`config.mk`:
```
export PLATFORM = sky130hd
export DESIGN_NAME = matriz_leds_scan
export DESIGN_NICKNAME = d
export VERILOG_FILES = /design/src/rtl/matriz_leds_scan.sv
export SDC_FILE = /design/constraint.sdc
export NUM_CORES = 1
export LEC_CHECK = 0
export BUFFER_PORTS_ARGS = -buffer_cell sky130_fd_sc_hd__buf_4
export CAP_MARGIN = 5
export CORE_MARGIN = 4
export CORE_UTILIZATION = 55
export DETAILED_ROUTE_END_ITERATION = 7
export PLACE_DENSITY_LB_ADDON = 0.1
export REMOVE_ABC_BUFFERS = 1
export SLEW_MARGIN = 20
export SYNTH_ARGS = -nofsm -noshare
export SYNTH_HDL_FRONTEND = slang
export SYNTH_SLANG_ARGS = --single-unit
```
`constraint.sdc`:
```
create_clock -name clock_in -period 5.75 [get_ports clock_in]
set_input_delay 0.575 -clock clock_in [delete_from_list [all_inputs] [get_ports clock_in]]
set_output_delay 0.575 -clock clock_in [all_outputs]
set_load 0.01 [all_outputs]
```
`src/rtl/matriz_leds_scan.sv`:
```
// Self-timed scanner for a multiplexed LED matrix with a double-buffered frame.
// The back buffer is copied to the front buffer only when the scan wraps, so a frame never tears.
module matriz_leds_scan #(
  parameter int LINHAS   = 7,
  parameter int COLUNAS  = 5,
  parameter int PRESCALE = 50000,
  localparam int COL_W   = $clog2(COLUNAS)
) (
  input  logic               clock_in,
  input  logic               reset_n,
  input  logic               enable,
  input  logic               wr_en,
  input  logic [COL_W-1:0]   wr_col,
  input  logic [LINHAS-1:0]  wr_data,
  input  logic               commit_req,
  output logic               commit_ack,
  output logic               frame_start,
  output logic [COLUNAS-1:0] colunas,
  output logic [LINHAS-1:0]  linhas
);

  localparam int PRESC_W = $clog2(PRESCALE);

  logic [PRESC_W-1:0] presc_q, presc_d;
  logic [COL_W-1:0]   col_q, col_d;
  logic               pending_q, pending_d;
  logic [LINHAS-1:0]  front_q [COLUNAS];
  logic [LINHAS-1:0]  front_d [COLUNAS];
  logic [LINHAS-1:0]  back_q  [COLUNAS];
  logic [LINHAS-1:0]  back_d  [COLUNAS];
  logic [COLUNAS-1:0] colunas_q, colunas_d;
  logic [LINHAS-1:0]  linhas_q, linhas_d;

  logic tick;
  logic last_col;
  logic boundary;
  logic do_commit;

  always_comb begin
    tick      = enable && (presc_q == PRESC_W'(PRESCALE - 1));
    last_col  = (col_q == COL_W'(COLUNAS - 1));
    boundary  = tick && last_col;
    do_commit = boundary && (pending_q || commit_req);

    presc_d = '0;
    col_d   = '0;
    if (enable) begin
      presc_d = tick ? '0 : presc_q + 1'b1;
      col_d   = col_q;
      if (tick) begin
        col_d = last_col ? '0 : col_q + 1'b1;
      end
    end

    // Write lands in back_d before the copy, so a same-cycle write is part of the committed frame.
    back_d = back_q;
    if (wr_en && (32'(wr_col) < COLUNAS)) begin
      back_d[wr_col] = wr_data;
    end

    front_d = front_q;
    if (do_commit) begin
      front_d = back_d;
    end

    pending_d = (pending_q || commit_req) && !do_commit;

    // Outputs follow the post-edge column and frame, so a new frame shows from column 0 at once.
    colunas_d = '1;
    linhas_d  = '0;
    if (enable) begin
      colunas_d = ~(COLUNAS'(1) << col_d);
      linhas_d  = front_d[col_d];
    end
  end

  always_ff @(posedge clock_in or negedge reset_n) begin
    if (!reset_n) begin
      presc_q   <= '0;
      col_q     <= '0;
      pending_q <= 1'b0;
      colunas_q <= '1;
      linhas_q  <= '0;
      for (int i = 0; i < COLUNAS; i++) begin
        front_q[i] <= '0;
        back_q[i]  <= '0;
      end
    end else begin
      presc_q   <= presc_d;
      col_q     <= col_d;
      pending_q <= pending_d;
      colunas_q <= colunas_d;
      linhas_q  <= linhas_d;
      for (int i = 0; i < COLUNAS; i++) begin
        front_q[i] <= front_d[i];
        back_q[i]  <= back_d[i];
      end
    end
  end

  assign colunas     = colunas_q;
  assign linhas      = linhas_q;
  assign frame_start = boundary;
  assign commit_ack  = do_commit;

endmodule

```
==> impl_metrics.csv <==
group,metric,value,unit
detailed_routing,vias,2682,
timing,final_max_slew_viol_count,0,
placed_design,globalplace.congestion,0.833,
clocking,cts_made_buffers,9,
die,coreArea,7730,sq um
global_routing,antenna_found_initial,0,
synthesis,synth_area,4370,sq um
cells_and_area,multi_input_area,1690,sq um
critical_path,r2r_end,"linhas[5]$_DFF_PN0_",
synthesis,ys_dominant_reg_cell,"dfrtp_1",
critical_path,cp_top_family,"simple AND/OR/NAND/NOR gates",
power_and_ir_drop,switching_share,22.9,%
timing,period_needed,3.40,ns
die,die-area,9430,sq um
detailed_routing,drcViolationCount,0,
synthesis,synth_edf_count,0,
detailed_routing,wl,8.54,mm
clocking,cts_hold_buffers,0,
synthesis,ys_warn_count,0,
synthesis,yosysSeqAreaShare,58.6,%
global_routing,grt_max_degree,61,
timing,skew,0.00928,ns
synthesis,syn_avg_cell_area,13.0,sq um
synthesis,synth_top_cell_by_area,"dfrtp_1",
critical_path,ff2ff_setup_slack,2.35,ns
timing,fmax,295,MHz
clocking,h-tree-depth,3,
power_and_ir_drop,powerDensity,276,nW/um^2
synthesis,synthArstFlopShare,100,%
power_and_ir_drop,p_int,1040,uW
clocking,post_cts_buffers,0,
timing,rsz0062_at_grt,"false",
cells_and_area,fillers,622,
timing,finalCritPeriodShare,59.0,%
run_status,status,"finished clean",
cells_and_area,drive_above_1_share,29.4,%
clocking,clk_pin_slew,0.10,ns
timing,worstMarginPinSlew,0.980,ns
critical_path,cp-end-kind,"register",
synthesis,ys_types,40,
synthesis,ys_seq_elements,102,
critical_path,crit_type,"register to register",
timing,finalSetupViolCount,0,
detailed_routing,via_per_inst,5.63,
detailed_routing,wl_per_cell,17.9,um
critical_path,rr_worst_depth,7,
placed_design,place_hpwl,5.74,mm
cells_and_area,syn2layout_area_growth,11.7,%
power_and_ir_drop,power_frac_clock,33.4,%
power_and_ir_drop,combPwrFrac,8.2,%
power_and_ir_drop,pwr-share-seq,58.4,%
timing,hold_violations,0,
critical_path,max_stage_delay,0.59,ns
critical_path,start_kind,"register",
power_and_ir_drop,p_total,1350,uW
clocking,cts_resized,0,
clocking,cts.path.max_buffers,2,
die,die_h,97.1,um
detailed_routing,first_iter_violations,175,
clocking,cts_sinks,102,
cells_and_area,fin_nets,387,
critical_path,path_buf_inv,1,
power_and_ir_drop,p_sw,308,uW
cells_and_area,diodes,0,
detailed_routing,dr.pass1.iters,4,
global_routing,grt_pass1_wl,14.2,mm
cells_and_area,regArea,2560,sq um
synthesis,synth_top_area_share,55.6,%
timing,setup_tns,0,ns
critical_path,critPathRequiredTime,6.05,ns
critical_path,arrival,3.69,ns
clocking,cts_tree,"done",
die,initial_core_util,56.5,%
critical_path,slowest_stage,"nor2_1",
flow_run,drv_cap,0,
power_and_ir_drop,ir_drop,0.133,mV
worst_hold_path,hold_path_class,"input pin to asynchronous set/reset pin",
global_routing,grt_pass1_vias,2729,
global_routing,globalRoute.totalOverflow,0,
detailed_routing,drt.antenna.violating_nets,0,
clocking,clk_latency,0.36,ns
die,die_w,97.1,um
critical_path,crit_chain,"or4_1, or3_4, o211ai_1, o31ai_1, buf_4, nor2_1, a32o_1",
clocking,clock-root-buffer,"clkbuf_8",
timing,relSlewSlack,33.8,%
synthesis,syn_inst,337,
critical_path,crit_fanout,9,
die,fp-row-count,32,
global_routing,grt_use_total,19.1,%
placed_design,io_buffers,28,
critical_path,r2r-start,"presc_q[4]$_DFF_PN0_",
power_and_ir_drop,power_leakage,0.00237,uW
die,num_io_pins,29,
synthesis,synth_area_leaders,"dfrtp_1, mux2_2, dfstp_2",
flip-flops by register name (all words and copies together), names as in the netlist:
name	cells
presc_q	16
linhas	7
back_q	35
pending_q	1
col_q	3
front_q	35
colunas	5
per-layer routing:
metal | track usage [%] | vias up | wire, um
met1 | 28.2 | 1362 | 4200
met5 | 0 | - | 0
met3 | 4.52 | 2 | 382
met2 | 28.8 | 60 | 3920
li1 | - | 1258 | -
met4 | 4.75 | 0 | 30
metrics by stage:
| step | setup slack (ns) | util (%) | instance area [sq um] | cells | hold WS, ns |
|---|---|---|---|---|---|
| 2_1_floorplan | 2.57 | - | 4290 | 324 | 0.279 |
| 3_3_place_gp | 2.51 | 60.5 | 4680 | 460 | 0.450 |
| 3_5_place_dp | 2.43 | 60.5 | 4680 | 460 | 0.458 |
| 4_1_cts | 2.41 | 63.1 | 4880 | 476 | 0.205 |
| 5_1_grt | 2.17 | 63.1 | 4880 | 476 | 0.221 |
| 6_report | 2.35 | 63.1 | 4880 | 476 | 0.178 |
worst reg2reg max path: stages (launching register included):
cell and delay (ns):
dfrtp_1 0.44, or4_1 0.57, or3_4 0.42, o211ai_1 0.50
o31ai_1 0.31, buf_4 0.24, nor2_1 0.59, a32o_1 0.28
power by group through the flow:
stage | combinational [uW] | sequential (uW) | clock, uW
finish | 110 | 786 | 449
global route | 125 | 792 | 494
CTS | 113 | 787 | 459
detailed placement | 113 | 801 | 0
global placement | 109 | 798 | 0
floorplan | 68.9 | 796 | 0
synthesized netlist by cell type, drive strengths merged, types with 7 or more instances:
cell type / instances
nand2b: 8
mux2: 56
a32o: 7
a211o: 7
inv: 11
clkbuf: 8
nand2: 21
o211a: 7
nor2: 27
dfrtp: 97
mux2i: 8
xor2: 8
o21ai: 8
nand3: 9
worst max-delay path by stage:
stage	slack [ns]	to	depth (start not counted)	startpoint
floorplan	2.57	linhas[0]$_DFF_PN0_	6	presc_q[4]$_DFF_PN0_
global route	2.17	linhas[0]$_DFF_PN0_	7	presc_q[4]$_DFF_PN0_
global placement	2.51	linhas[4]$_DFF_PN0_	7	presc_q[4]$_DFF_PN0_
detailed placement	2.43	linhas[5]$_DFF_PN0_	7	presc_q[4]$_DFF_PN0_
CTS	2.41	linhas[5]$_DFF_PN0_	7	presc_q[4]$_DFF_PN0_
finish	2.35	linhas[5]$_DFF_PN0_	7	presc_q[4]$_DFF_PN0_
area by class of cell:
| class | count | share of cell area (%) |
|---|---|---|
| Clock buffer | 11 | 2.90 |
| Clock inverter | 5 | 1.21 |
| Inverter | 11 | 0.847 |
| Multi-Input combinational cell | 211 | 34.7 |
| Sequential cell | 102 | 52.5 |
| Tap cell | 102 | 2.62 |
| Timing Repair Buffer | 34 | 5.23 |
cell families (layout without fill, tap and decap cells):
logic type,Yosys count,after routing,share of synthesized area [%]
XOR/XNOR,14,14,2.81
flip-flops,102,102,58.6
multiplexers,64,64,17.0
AND/OR/NAND/NOR,89,89,10.2
adder cells (fa/ha/maj),3,3,0.860
buffers and inverters,24,61,2.61
AO/OA/AOI/OAI,41,41,7.97
cells in the final DEF (no fill, tap or decap), types with 2 or more instances in the layout:
| cell type | Yosys | final |
|---|---|---|
| nand3_1 | 9 | 9 |
| nand2b_1 | 8 | 8 |
| mux2i_1 | 8 | 8 |
| clkbuf_8 | 0 | 10 |
| mux2_1 | 4 | 4 |
| and3_1 | 5 | 5 |
| or2_2 | 2 | 2 |
| xor2_1 | 8 | 8 |
| nand2_1 | 21 | 21 |
| o311a_1 | 6 | 6 |
| ha_1 | 3 | 3 |
| a32o_1 | 7 | 7 |
| inv_1 | 11 | 11 |
| o21ai_0 | 8 | 8 |
| or4_1 | 3 | 3 |
| nor3b_1 | 2 | 2 |
| nor2_1 | 27 | 27 |
| dfstp_2 | 5 | 5 |
| o31ai_1 | 2 | 2 |
| nor3_1 | 4 | 4 |
| dfrtp_1 | 97 | 97 |
| mux2_2 | 44 | 44 |
| xnor2_1 | 6 | 6 |
| buf_4 | 0 | 34 |
| o211a_1 | 7 | 7 |
| clkinvlp_4 | 0 | 2 |
| a211o_1 | 7 | 7 |
| mux2_4 | 8 | 8 |
| nand4b_1 | 2 | 2 |
Power figures use the tool's default switching activity.
